## config.mk

```make
export PLATFORM = sky130hd
export DESIGN_NAME = pipe_stage_chain_flat
export DESIGN_NICKNAME = d
export VERILOG_FILES = /design/src/rtl/pipe_stage_chain_if.sv /design/src/rtl/pipe_stage_chain.sv /design/src/flat_wrapper.sv
export SDC_FILE = /design/constraint.sdc
export NUM_CORES = 1
export LEC_CHECK = 0
export ABC_AREA = 1
export CAP_MARGIN = 20
export CORE_MARGIN = 1
export CORE_UTILIZATION = 40
export DETAILED_ROUTE_END_ITERATION = 6
export PLACE_DENSITY = 0.79
export SYNTH_ARGS = -nofsm -noshare
export SYNTH_HDL_FRONTEND = slang
export SYNTH_SLANG_ARGS = --single-unit
```

## constraint.sdc

```tcl
create_clock -name clk -period 3.6 [get_ports clk]
set_input_delay 0.36 -clock clk [delete_from_list [all_inputs] [get_ports clk]]
set_output_delay 0.36 -clock clk [all_outputs]
set_load 0.03 [all_outputs]
```

## src/rtl/pipe_stage_chain_if.sv

```systemverilog
`default_nettype none
// ============================================================================
//  Module      : pipe_stage_chain_if
//  Description : Bundle of the pipeline-chain signals. The master side is the
//                hazard/branch logic feeding and steering the chain. The
//                slave side is the chain itself.
//  Revision    : 1.0  initial release
// ============================================================================
interface pipe_stage_chain_if #(
  parameter int WIDTH = 32,
  parameter int DEPTH = 4
);
  logic                   in_valid;
  logic [WIDTH-1:0]       in_data;
  logic                   in_ready;
  logic [DEPTH-1:0]       stall;
  logic [DEPTH-1:0]       flush;
  logic [DEPTH-1:0]       stage_valid;
  logic [DEPTH*WIDTH-1:0] stage_data;
  logic                   out_valid;
  logic [WIDTH-1:0]       out_data;

  // Hazard/branch control side: issues instructions and stall/flush, observes stages
  modport master (
    output in_valid, in_data, stall, flush,
    input  in_ready, stage_valid, stage_data, out_valid, out_data
  );

  // Register chain side
  modport slave (
    input  in_valid, in_data, stall, flush,
    output in_ready, stage_valid, stage_data, out_valid, out_data
  );
endinterface
`default_nettype wire

```

## src/rtl/pipe_stage_chain.sv

```systemverilog
`default_nettype none
// ============================================================================
//  Module      : pipe_stage_chain
//  Description : DEPTH-deep chain of WIDTH-bit pipeline registers with a valid
//                bit per stage. Each stage supports stall, flush and bubble
//                insertion. A saturating counter tracks retired instructions.
//                Optional build macro PIPE_ZERO_BUBBLE_EN: when defined,
//                flushed or bubbled stages also get an all-zero payload.
//                Otherwise only the valid bit is cleared.
//  Revision    : 1.0  initial release
// ============================================================================
module pipe_stage_chain #(
  parameter int WIDTH = 32,
  parameter int DEPTH = 4,
  parameter int CNT_W = 32
) (
  input  logic               clk,
  input  logic               rst,        // asynchronous, active low
  pipe_stage_chain_if.slave  bus,
  input  logic               cnt_clr,
  output logic [CNT_W-1:0]   retire_cnt
);

`ifdef PIPE_ZERO_BUBBLE_EN
  // Zero payload decodes as a no-op, so killed stages are scrubbed.
  localparam bit c_ZERO_BUBBLE = 1'b1;
`else
  // Killed stages keep stale payload; consumers must qualify with valid.
  localparam bit c_ZERO_BUBBLE = 1'b0;
`endif

  localparam logic [CNT_W-1:0] c_CNT_MAX = {CNT_W{1'b1}};
  localparam logic [CNT_W-1:0] c_CNT_ONE = {{(CNT_W-1){1'b0}}, 1'b1};

  logic [DEPTH-1:0]       w_hold;       // stage k frozen by a stall at k or later
  logic [DEPTH-1:0]       w_valid_vec;  // registered valid bits, flattened
  logic [DEPTH*WIDTH-1:0] w_data_vec;   // registered payloads, flattened
  logic                   w_retire;
  logic [CNT_W-1:0]       r_cnt;

  // A stall in stage j freezes stage j and every stage before it.
  for (genvar k = 0; k < DEPTH; k++) begin : g_hold
    assign w_hold[k] = |bus.stall[DEPTH-1:k];
  end

  for (genvar k = 0; k < DEPTH; k++) begin : g_stage
    logic             w_src_valid;   // what would move into this stage
    logic [WIDTH-1:0] w_src_data;
    logic             w_bubble;      // upstream frozen while this stage advances
    logic             r_valid;
    logic [WIDTH-1:0] r_data;

    if (k == 0) begin : g_head
      assign w_src_valid = bus.in_valid;
      assign w_src_data  = bus.in_data;
      assign w_bubble    = 1'b0;
    end else begin : g_body
      assign w_src_valid = w_valid_vec[k-1];
      assign w_src_data  = w_data_vec[(k-1)*WIDTH +: WIDTH];
      assign w_bubble    = bus.stall[k-1];
    end

    // Stage register: flush beats hold, hold beats bubble, bubble beats advance.
    always_ff @(posedge clk or negedge rst) begin
      if (!rst) begin
        r_valid <= 1'b0;
        r_data  <= '0;
      end else if (bus.flush[k]) begin
        r_valid <= 1'b0;
        r_data  <= c_ZERO_BUBBLE ? '0 : r_data;
      end else if (w_hold[k]) begin
        r_valid <= r_valid;
        r_data  <= r_data;
      end else if (w_bubble) begin
        r_valid <= 1'b0;
        r_data  <= c_ZERO_BUBBLE ? '0 : w_src_data;
      end else begin
        r_valid <= w_src_valid;
        r_data  <= w_src_data;
      end
    end

    assign w_valid_vec[k]                 = r_valid;
    assign w_data_vec[k*WIDTH +: WIDTH]   = r_data;
  end

  // An instruction leaves the last stage when it is valid, not held and not killed.
  assign w_retire = w_valid_vec[DEPTH-1] & ~w_hold[DEPTH-1] & ~bus.flush[DEPTH-1];

  // Saturating retire counter; a clear wins over a simultaneous retire.
  always_ff @(posedge clk or negedge rst) begin
    if (!rst) begin
      r_cnt <= '0;
    end else if (cnt_clr) begin
      r_cnt <= '0;
    end else if (w_retire && (r_cnt != c_CNT_MAX)) begin
      r_cnt <= r_cnt + c_CNT_ONE;
    end
  end

  // in_ready is the only combinational output; it ignores in_valid.
  assign bus.in_ready    = ~w_hold[0];
  assign bus.stage_valid = w_valid_vec;
  assign bus.stage_data  = w_data_vec;
  assign bus.out_valid   = w_valid_vec[DEPTH-1];
  assign bus.out_data    = w_data_vec[(DEPTH-1)*WIDTH +: WIDTH];
  assign retire_cnt      = r_cnt;

endmodule
`default_nettype wire

```

## src/flat_wrapper.sv

```systemverilog
// flat-port wrapper written by rule: the top's interface ports become plain ports
module pipe_stage_chain_flat 
#(
  parameter int WIDTH = 32,
  parameter int DEPTH = 4,
  parameter int CNT_W = 32
)
  (clk, rst, cnt_clr, retire_cnt, bus_in_valid, bus_in_data, bus_stall, bus_flush, bus_in_ready, bus_stage_valid, bus_stage_data, bus_out_valid, bus_out_data);
  pipe_stage_chain_if #(.WIDTH(WIDTH), .DEPTH(DEPTH)) bus_i ();
  input  logic clk;
  input  logic rst;
  input  logic cnt_clr;
  output logic [CNT_W-1:0] retire_cnt;
  input wire logic [$bits(bus_i.in_valid)-1:0] bus_in_valid;
  input wire logic [$bits(bus_i.in_data)-1:0] bus_in_data;
  input wire logic [$bits(bus_i.stall)-1:0] bus_stall;
  input wire logic [$bits(bus_i.flush)-1:0] bus_flush;
  output wire logic [$bits(bus_i.in_ready)-1:0] bus_in_ready;
  output wire logic [$bits(bus_i.stage_valid)-1:0] bus_stage_valid;
  output wire logic [$bits(bus_i.stage_data)-1:0] bus_stage_data;
  output wire logic [$bits(bus_i.out_valid)-1:0] bus_out_valid;
  output wire logic [$bits(bus_i.out_data)-1:0] bus_out_data;
  assign bus_i.in_valid = bus_in_valid;
  assign bus_i.in_data = bus_in_data;
  assign bus_i.stall = bus_stall;
  assign bus_i.flush = bus_flush;
  assign bus_in_ready = bus_i.in_ready;
  assign bus_stage_valid = bus_i.stage_valid;
  assign bus_stage_data = bus_i.stage_data;
  assign bus_out_valid = bus_i.out_valid;
  assign bus_out_data = bus_i.out_data;
  pipe_stage_chain #(.WIDTH(WIDTH), .DEPTH(DEPTH), .CNT_W(CNT_W)) u_core (.clk(clk), .rst(rst), .bus(bus_i), .cnt_clr(cnt_clr), .retire_cnt(retire_cnt));
endmodule
```

==> results of run 1 <==
## stage by stage
stage,hold slack [ns],area [um^2],power [mW]
6_report,0.00274,10400,6.48
2_1_floorplan,0.0644,7420,3.71
4_1_cts,0.0903,10300,6.53
5_1_grt,0.145,10400,6.76
3_5_place_dp,0.498,9740,4.72
3_3_place_gp,0.478,9740,4.68
## sequential cells by signal, indices dropped and copies added, names as in the netlist
signal and cells:
u_core.retire_cnt 32, u_core.bus.out_data 32, u_core.g_stage.r_valid 3, u_core.g_stage.r_data 96, u_core.bus.out_valid 1
## logic make-up after synthesis
group | after synthesis | synth area share (%)
and+or+nand+nor | 430 | 23.5
adders and majority gates | 1 | 0.168
AOI/OAI and AO/OA | 82 | 5.66
buffers and inverters | 129 | 9.25
DFF | 164 | 55.3
muxes | 32 | 4.85
xor gates and xnor gates | 11 | 1.30
## cell usage after synthesis (2+ instances only)
cell and count:
sky130_fd_sc_hd__nand3_1 27, sky130_fd_sc_hd__mux2_2 32, sky130_fd_sc_hd__buf_6 4, sky130_fd_sc_hd__xor2_1 8
sky130_fd_sc_hd__buf_4 37, sky130_fd_sc_hd__clkbuf_1 17, sky130_fd_sc_hd__nand4_1 8, sky130_fd_sc_hd__o21bai_1 3
sky130_fd_sc_hd__nand2_1 285, sky130_fd_sc_hd__buf_2 8, sky130_fd_sc_hd__nor2_2 4, sky130_fd_sc_hd__nor2_4 2
sky130_fd_sc_hd__inv_1 60, sky130_fd_sc_hd__buf_8 2, sky130_fd_sc_hd__or2_2 2, sky130_fd_sc_hd__nand2_2 4
sky130_fd_sc_hd__dfrtp_1 164, sky130_fd_sc_hd__nor2_1 92, sky130_fd_sc_hd__nand3b_1 2, sky130_fd_sc_hd__a21oi_1 42
sky130_fd_sc_hd__o21ai_0 36, sky130_fd_sc_hd__xnor2_1 3
## path summary, 6_finish.rpt
kind	from	endpoint	slack, ns	cells past startpoint
max in group asynchronous	rst	u_core.g_stage[0].r_data[29]$_DFFE_PN0P_	2.67	2
worst min register to register	u_core.bus.out_data[15]$_DFFE_PN0P_	u_core.bus.out_data[15]$_DFFE_PN0P_	0.51	2
worst max-delay path	bus_stall[3]	bus_in_ready	1.27	5
worst max register to register	u_core.retire_cnt[1]$_DFFE_PN0P_	u_core.retire_cnt[19]$_DFFE_PN0P_	1.64	11
min in group clk	bus_flush[0]	u_core.g_stage[0].r_valid$_DFFE_PN0P_	0.48	2
worst min-delay path	rst	u_core.retire_cnt[21]$_DFFE_PN0P_	0.003	1
## final cells by class
cell class / instances / area share [%]
well taps: 229 / 2.76
multi-input cells: 556 / 25.4
inverters: 61 / 2.22
repair buffers: 252 / 24.4
clock buffers: 18 / 4.23
flip-flops and latches: 164 / 39.6
clock inverters: 14 / 1.45
## worst max-delay path, stage by stage
cell and delay (ns):
sky130_fd_sc_hd__clkdlybuf4s50_1 0.47, sky130_fd_sc_hd__nor2_2 0.19, sky130_fd_sc_hd__nand2_1 0.13, sky130_fd_sc_hd__inv_1 0.14, sky130_fd_sc_hd__clkdlybuf4s50_1 0.68
## routing by layer
layer	global-route usage (%)	vias to the layer above	routed length [um]
met5	0	-	0
met4	7.39	0	414
met3	6.44	37	1300
met2	36.3	204	9740
met1	26.8	2929	8200
li1	-	3033	-
## power by group through the flow
stage               Clock [mW]  Combinational [mW]  Sequential [mW]
global placement             0                2.19             2.49
global route              1.92                2.33             2.51
finish                    1.80                2.21             2.47
floorplan                    0               0.603             3.11
detailed placement           0                2.22             2.50
CTS                       1.82                2.23             2.47
==> metrics.log, run 1 <==
[metrics] status: finished with violations
[metrics] violations in the final reports: DRC
[metrics] initial core utilization: 41.1%
[metrics] Max Transition Viols Final: 0
[metrics] number of hold-slack violations in the final timing report: 0
[metrics] power dissipated by switching net loads: 2.45 mW
[metrics] number of enable-type register cells in the synthesized netlist: 0
[metrics] Detail Route Antenna Nets: 0
[metrics] count of max-cap constraint violations: 0
[metrics] standard cell core area: 18100 um^2
[metrics] Sequential Area: 4100 um^2
[metrics] proportion of layout cells with a drive suffix above 1: 8.64%
[metrics] internal power contribution: 4.03 mW
[metrics] fraction of power spent switching nets: 37.8%
[metrics] number of search-and-repair iterations in the first detailed-routing pass: 7
[metrics] Post-CTS Hold Buffers: 0
[metrics] leading cell types in the layout, fill and taps excluded: sky130_fd_sc_hd__nand2_1 (285), sky130_fd_sc_hd__clkdlybuf4s50_1 (240), sky130_fd_sc_hd__dfrtp_1 (164)
[metrics] Synth async-reset ratio: 100%
[metrics] top achievable clock speed: 0.429 GHz
[metrics] overall die width: 138 um
[metrics] cell chosen for the clock root: sky130_fd_sc_hd__clkbuf_16
[metrics] relative max-transition margin: 33.7%
[metrics] Routed Wire Length: 19700 um
[metrics] Setup violations, final: 0
[metrics] endpoint required time on the critical path: 3.24 ns
[metrics] minimum clock period after layout: 2.33 ns
[metrics] Final Skew: 0.0118 ns
[metrics] Setup WS post-layout: 1.27 ns
[metrics] non-filler cells in the finished layout: 1294
[metrics] Final period util: 64.7%
[metrics] global-route usage over all layers: 21.7%
[metrics] portion of total power attributed to combinational logic: 34.2%
[metrics] part of the Yosys area used for sequential elements: 55.3%
[metrics] number of distinct library cells after synthesis: 29
[metrics] worst slack after detailed placement: 1.10 ns
[metrics] Total Neg Setup Slack: 0 ns
[metrics] RSZ-0062 raised after global routing: false
[metrics] CTS tree: yes
[metrics] crit end category: output port
[metrics] Worst-Margin Slew: 0.995 ns
[metrics] I/O pins: 242
[metrics] die height: 138 um
[metrics] utilization after layout: 57.4%
[metrics] most common library cell in the layout ignoring fill and taps: sky130_fd_sc_hd__nand2_1
[metrics] via count of the first global-routing pass: 6116
[metrics] maximum buffer depth of the clock tree: 2
[metrics] routability congestion estimate from global placement: 0.888
[metrics] sequential fraction of design power: 38.1%
[metrics] Warnings, synthesis: 0
[metrics] antenna diode count: 0
[metrics] Avg Inst Size Synth: 8.75 um^2
[metrics] number of buffers added on ports: 241
[metrics] HPWL after detailed placement: 14100 um
[metrics] latest clock arrival within the worst-skew pair: 0.43 ns
[metrics] standby leakage power: 4.80 nW
[metrics] post-CTS resize count: 0
[metrics] layout filler cell count: 1533
[metrics] post-synthesis instance area: 7420 um^2
[metrics] DRC violation count after routing: 14
[metrics] clock transition time at the flip-flop clock pins of the worst setup and hold paths: 0.07 ns
[metrics] routed via count divided by cell count: 4.79
[metrics] average wire per standard cell: 15.2 um
[metrics] part of the power in the clock network: 27.7%
[metrics] vias post-DR: 6203
[metrics] number of setup buffers added after CTS: 0
[metrics] maximum number of pins on one net before global-route repair: 106
[metrics] Main synth FF type: sky130_fd_sc_hd__dfrtp_1
[metrics] class of the tightest hold or removal check: input pin to async pin
[metrics] worst IR drop on VDD: 0.432 mV
[metrics] antenna violations before repair: 0
[metrics] maximum fanout count along the critical path: 4
[metrics] cts bufs inserted: 17
[metrics] power per unit of standard cell area: 624 nW/um^2
[metrics] number of nets in the final layout: 1097
[metrics] DRC marker count from the first detailed-route iteration: 342
[metrics] post-placement cell count: 1260
[metrics] clock tree sinks: 164
[metrics] Layout Area Growth over Synthesis: 39.7%
[metrics] Net Count, Synth: 894
[metrics] Die Area: 19100 um^2
[metrics] area of combinational cells with multiple inputs: 2640 um^2
[metrics] Crit Path Category: input pin to output port
[metrics] largest cells by area after synthesis: sky130_fd_sc_hd__dfrtp_1 (55%), sky130_fd_sc_hd__nand2_1 (14%), sky130_fd_sc_hd__mux2_2 (4.9%)
[metrics] #FFs+latches synth: 164
[metrics] number of H-tree branching levels: 4
[metrics] startpoint class of the critical path: input pin
[metrics] wire length of the first global-routing pass: 32600 um
[metrics] row count: 49
[metrics] Yosys top cell by area: sky130_fd_sc_hd__dfrtp_1
[metrics] top-area cell type share of the netlist area: 55.3%
[metrics] instance count of the mapped netlist: 849
[metrics] Crit path arrival time: 1.97 ns
[metrics] residual overflow from global routing: 0
(Power assumes the default switching activity.)
==> run 2, diff against run 1 <==
==> constraint.sdc (replaced) <==
create_clock -name clk -period 2.15 [get_ports clk]
set_input_delay 0.215 -clock clk [delete_from_list [all_inputs] [get_ports clk]]
set_output_delay 0.215 -clock clk [all_outputs]
set_load 0.03 [all_outputs]
==> run 2 against run 1 <==
The run still ends with DRC left; die area unchanged; final area up 0.84%; power up 69%; clock power up 73%; core utilization grew 0.48 points; first-iteration DRC count did not move; setup slack worse by 1.2 ns; sequential power grew 68%; count of clock-buffer cells in the layout fell by 1; clock skew is 0.0034 ns lower; hold slack better by 0.31 ns; combinational power is 68% higher.
==> metrics.log, run 2 (same netlist as run 1, synthesis figures left out) <==
[metrics] status: finished with violations
[metrics] violations in the final reports: DRC
[metrics] non-filler cells in the finished layout: 1302 (+0.62%)
[metrics] sequential fraction of design power: 37.8% (-0.3 points)
[metrics] top achievable clock speed: 0.491 GHz
[metrics] worst IR drop on VDD: 0.741 mV (+72%)
[metrics] maximum buffer depth of the clock tree: 2 (unchanged)
[metrics] startpoint class of the critical path: input pin
[metrics] minimum clock period after layout: 2.04 ns
[metrics] HPWL after detailed placement: 14500 um (+2.7%)
[metrics] row count: 49 (unchanged)
[metrics] routed via count divided by cell count: 4.81 (+0.30%)
[metrics] power dissipated by switching net loads: 4.13 mW (+69%)
[metrics] number of flip-flops under the largest register name: 96 (unchanged)
[metrics] number of buffers added on ports: 241 (unchanged)
[metrics] worst hold slack after final layout: 0.317 ns (+0.314 ns)
[metrics] class of the tightest hold or removal check: input pin to async pin
[metrics] number of search-and-repair iterations in the first detailed-routing pass: 7 (unchanged)
[metrics] post-placement cell count: 1269 (+0.71%)
[metrics] Setup violations, final: 0 (unchanged)
[metrics] cell chosen for the clock root: sky130_fd_sc_hd__clkbuf_16
[metrics] leading cell types in the layout, fill and taps excluded: sky130_fd_sc_hd__nand2_1 (285), sky130_fd_sc_hd__clkdlybuf4s50_1 (240), sky130_fd_sc_hd__dfrtp_1 (164)
[metrics] number of H-tree branching levels: 4 (unchanged)
[metrics] global-route usage over all layers: 21.2% (-0.53 points)
[metrics] RSZ-0062 raised after global routing: false
[metrics] Setup WS post-layout: 0.114 ns (-1.16 ns)
[metrics] antenna diode count: 0 (unchanged)
[metrics] register with the highest flop count: u_core.g_stage.r_data
[metrics] overall power: 11.0 mW (+69%)
[metrics] Layout Area Growth over Synthesis: 40.9%
[metrics] Cell Chain, Critical Path: clkdlybuf4s50_1 -> nor2_2 -> nand2_1 -> inv_1 -> clkdlybuf4s50_1
[metrics] I/O pins: 242 (unchanged)
[metrics] clock transition time at the flip-flop clock pins of the worst setup and hold paths: 0.07 ns (about the same)
[metrics] slowest stage cell on the critical path: sky130_fd_sc_hd__clkdlybuf4s50_1
[metrics] relative max-transition margin: 63.4% (+30 points)
[metrics] average wire per standard cell: 15.3 um (+0.47%)
[metrics] Final Skew: 0.00835 ns (-0.00341 ns)
[metrics] number of hold-slack violations in the final timing report: 0 (unchanged)
[metrics] crit end category: output port
[metrics] via count of the first global-routing pass: 6021 (-1.6%)
[metrics] maximum number of pins on one net before global-route repair: 65 (-39%)
[metrics] most frequent cell on the critical path: sky130_fd_sc_hd__clkdlybuf4s50_1
[metrics] standby leakage power: 4.84 nW (+0.92%)
[metrics] Die Area: 19100 um^2 (unchanged)
[metrics] proportion of layout cells with a drive suffix above 1: 9.23% (+0.59 points)
[metrics] part of the power in the clock network: 28.3% (+0.6 points)
[metrics] latest clock arrival within the worst-skew pair: 0.42 ns (about the same)
[metrics] number of nets in the final layout: 1105 (+0.73%)
[metrics] standard cell core area: 18100 um^2 (unchanged)
[metrics] routability congestion estimate from global placement: 0.881 (-0.86%)
[metrics] area of all placed cells without fillers: 10500 um^2 (+0.84%)
[metrics] initial core utilization: 41.1% (unchanged)
[metrics] clock tree sinks: 164 (unchanged)
[metrics] residual overflow from global routing: 0 (unchanged)
[metrics] vias post-DR: 6260 (+0.92%)
[metrics] sum of buffers and inverters on the critical path: 3 (unchanged)
[metrics] Crit path arrival time: 1.82 ns (-0.15 ns)
[metrics] antenna violations before repair: 0 (unchanged)
[metrics] count of max-cap constraint violations: 0 (unchanged)
[metrics] portion of total power attributed to combinational logic: 33.8% (-0.4 points)
[metrics] cts bufs inserted: 17 (unchanged)
[metrics] wire length of the first global-routing pass: 31700 um (-2.6%)
[metrics] die height: 138 um (unchanged)
[metrics] power per unit of standard cell area: 1050 nW/um^2 (+68%)
[metrics] endpoint required time on the critical path: 1.93 ns (-1.31 ns)
[metrics] internal power contribution: 6.84 mW (+70%)
[metrics] Final period util: 94.7%
[metrics] Detail Route Antenna Nets: 0 (unchanged)
[metrics] Total Neg Setup Slack: 0 ns (unchanged)
[metrics] layout filler cell count: 1526 (-0.46%)
[metrics] critical path's top delay family: buffers and inverters
[metrics] utilization after layout: 57.8% (+0.48 points)
[metrics] DRC violation count after routing: 14 (unchanged)
[metrics] most common library cell in the layout ignoring fill and taps: sky130_fd_sc_hd__nand2_1
[metrics] Routed Wire Length: 19900 um (+1.1%)
[metrics] cell area after placement: 9840 um^2 (+1.1%)
[metrics] maximum fanout count along the critical path: 4 (unchanged)
[metrics] Max Transition Viols Final: 0 (unchanged)
[metrics] worst slack after detailed placement: 0.105 ns (-0.993 ns)
[metrics] overall die width: 138 um (unchanged)
[metrics] fraction of power spent switching nets: 37.6% (-0.18 points)
[metrics] Worst-Margin Slew: 0.550 ns (-0.445 ns)
[metrics] delay of the slowest cell on the worst path: 0.68 ns (about the same)
[metrics] Crit Path Category: input pin to output port
[metrics] CTS tree: yes
[metrics] DRC marker count from the first detailed-route iteration: 342 (unchanged)
## run 2: final cells by class
| cell class | instances | area, um^2 | area share (%) |
|---|---|---|---|
| tap | 229 | 287 | 2.74 |
| clock buffer | 17 | 425 | 4.07 |
| timing repair buffer | 260 | 2600 | 24.8 |
| sequential | 164 | 4100 | 39.2 |
| clock inverter | 15 | 184 | 1.76 |
| multi-input combinational | 556 | 2640 | 25.2 |
| inverter | 61 | 230 | 2.20 |
## run 2: power groups by stage
stage,clock (mW),sequential (mW),combinational (mW)
floorplan,0,5.20,1.01
global placement,0,4.18,3.67
detailed placement,0,4.20,3.72
CTS,3.16,4.15,3.75
global route,3.29,4.22,3.90
finish,3.11,4.15,3.71
## run 2: what timing repair did
| action | CTS | global route |
|---|---|---|
| endpoints found under the setup margin | 0 | 0 |
| buffers inserted | 0 | 0 |
| resized for setup | 0 | 0 |
| hold endpoints to repair | 53 | 0 |
| hold buffers | 1 | 0 |
## run 2: path summary, 6_finish.rpt
check                                                         startpoint                                       end  slack [ns]  depth (start not counted)
worst max-delay path                                        bus_stall[3]                              bus_in_ready        0.11                          5
worst min-delay path                                                 rst       u_core.bus.out_data[11]$_DFFE_PN0P_        0.32                          2
worst max register to register          u_core.retire_cnt[0]$_DFFE_PN0P_         u_core.retire_cnt[13]$_DFFE_PN0P_        0.21                         11
worst min register to register  u_core.g_stage[2].r_data[15]$_DFFE_PN0P_       u_core.bus.out_data[15]$_DFFE_PN0P_        0.51                          2
max in group asynchronous                                            rst  u_core.g_stage[0].r_data[21]$_DFFE_PN0P_        1.12                          3
min in group clk                                            bus_flush[0]     u_core.g_stage[0].r_valid$_DFFE_PN0P_        0.34                          2
## run 2: metal layers
layer  global-route usage (%)  up-vias  part of all wire, %
met4                     6.92        0                  1.2
met3                     6.27       20                  6.3
met2                     36.1      193                   51
li1                         -     3042                    -
met1                     25.7     3005                   41
met5                        0        -                    0
==> edit (settings of run 1) <==
`DEPTH` is set to 4 in 3 places; all go to 2.
--- a/src/rtl/pipe_stage_chain_if.sv
+++ b/src/rtl/pipe_stage_chain_if.sv
@@ -10,3 +10,3 @@
   parameter int WIDTH = 32,
-  parameter int DEPTH = 4
+  parameter int DEPTH = 2
 );
--- a/src/rtl/pipe_stage_chain.sv
+++ b/src/rtl/pipe_stage_chain.sv
@@ -13,3 +13,3 @@
   parameter int WIDTH = 32,
-  parameter int DEPTH = 4,
+  parameter int DEPTH = 2,
   parameter int CNT_W = 32
--- a/src/flat_wrapper.sv
+++ b/src/flat_wrapper.sv
@@ -4,3 +4,3 @@
   parameter int WIDTH = 32,
-  parameter int DEPTH = 4,
+  parameter int DEPTH = 2,
   parameter int CNT_W = 32
Ports: changed (resized bus_flush, bus_stage_data, bus_stage_valid and bus_stall); port bits go from 242 to 172. No check against the original RTL was run, so the function may have changed too.
==> edit against run 1 <==
Via count fell by 29%. Highest routed layer unchanged. Routed wire length fell by 34%. Sequential cell count decreased by 66. Sequential power is 45% lower. Largest cell class unchanged. Fmax fell by 4.0%. Cell area is 34% lower. Area after synthesis down 34%. Total power decreased by 45%. Largest power group unchanged. Clock skew decreased by 7.2 ps. Worst setup slack got worse by 97 ps. Core utilization shrank 0.63 points.
==> edit: results (changes against run 1) <==
Finish
  – NonClk Buf Share: 25.5% (+1.2 points)
  – Register area: 2450 um^2 (-40%)
  – Final core utilization: 56.7% (-0.63 points)
  – Filler cells: 1042 (-32%)
  – Fraction of layout cells with a size suffix above 1: 8.33% (-0.31 points)
  – Multi-input comb cells: 418 (-25%)
  – Non-clk bufs: 175 (-31%)
  – Seq_cells: 98 (-40%)

Drt
  – WL final: 13000 um (-34%)

Setup path
  – R2r setup slk: 1250 ps (-390 ps)
  – CP Launch Point: cnt_clr
  – R2r startpoint: u_core.retire_cnt[0]$_DFFE_PN0P_

Yosys
  – Avg Cell Area, Syn: 8.27 um^2 (-5.4%)
  – Xor and xnor area share after synthesis: 1.78% (+0.49 points)
  – Post-synthesis sequential area ratio: 49.9% (-5.4 points)
  – Most frequent cells after synthesis: 249 x nand2_1, 98 x dfrtp_1, 63 x nor2_1, 34 x buf_4, 32 x mux2_2
  – Synth Area in Compound Gates: 1.83% (-3.8 points)
  – Post-Syn Nets: 635 (-29%)

Die
  – Tap Count: 147 (-36%)

Clocking
  – H-tree levels: 3 (-1)

STA
  – Min Tclk post-route: 2430 ps (+97.1 ps)

Place
  – Final GP Congestion: 0.936 (+5.4%)
  – Placement-stage cell area: 6480 um^2 (-33%)
  – Place WS: 889 ps (-209 ps)

GRT
  – First-pass GRT wire length: 21500 um (-34%)

Power and ir drop
  – Sw Ratio: 33.7% (-4.1 points)

Status
  – Status: complete, no violations
-- edit: cell count changes in the layout (fill, tap and decap cells not counted), moves of 4 or more --
cell                    run 1  this run
a21oi_1                    42         6
buf_4                       9         5
clkbuf_16                  17         9
clkdlybuf4s50_1           240       170
dfrtp_1                   164        98
inv_1                      60        25
inv_6                       5         1
inv_8                       5         0
nand2_1                   285       249
nor2_1                     91        62
o21ai_0                    36         6
-- edit: worst min path at each step --
stage	start	endpoint	slack (ps)	cells past startpoint
6_report	rst	u_core.retire_cnt[5]$_DFFE_PN0P_	140	1
5_1_grt	rst	u_core.retire_cnt[9]$_DFFE_PN0P_	220	1
4_1_cts	rst	u_core.retire_cnt[27]$_DFFE_PN0P_	170	1
3_5_place_dp	u_core.bus.out_data[5]$_DFFE_PN0P_	u_core.bus.out_data[5]$_DFFE_PN0P_	490	2
3_3_place_gp	u_core.g_stage[0].r_data[8]$_DFFE_PN0P_	u_core.bus.out_data[8]$_DFFE_PN0P_	480	2
2_1_floorplan	rst	u_core.bus.out_data[0]$_DFFE_PN0P_	60	0
-- edit: power groups by stage --
stage          clock [mW]  sequential [mW]  combinational, mW
5_1_grt              1.12             1.38               1.18
4_1_cts              1.07             1.37               1.14
6_report             1.05             1.37               1.13
2_1_floorplan           0             1.64              0.412
3_5_place_dp            0             1.38               1.13
3_3_place_gp            0             1.38               1.12
-- edit: metal layers --
metal	share of wire (%)	routed length, um	global-route usage (%)	up-vias
met5	0	0	0	-
met4	1.8	240	8.18	0
met3	9.2	1200	7.07	28
met2	49	6360	36.0	204
met1	40	5190	25.7	2064
li1	-	-	-	2096
-- edit: worst max-delay path, stage by stage --
cell and delay (ps):
clkdlybuf4s50_1 720, inv_1 560, nand2_2 360, inv_2 480, nand2_1 110, nand2_1 110
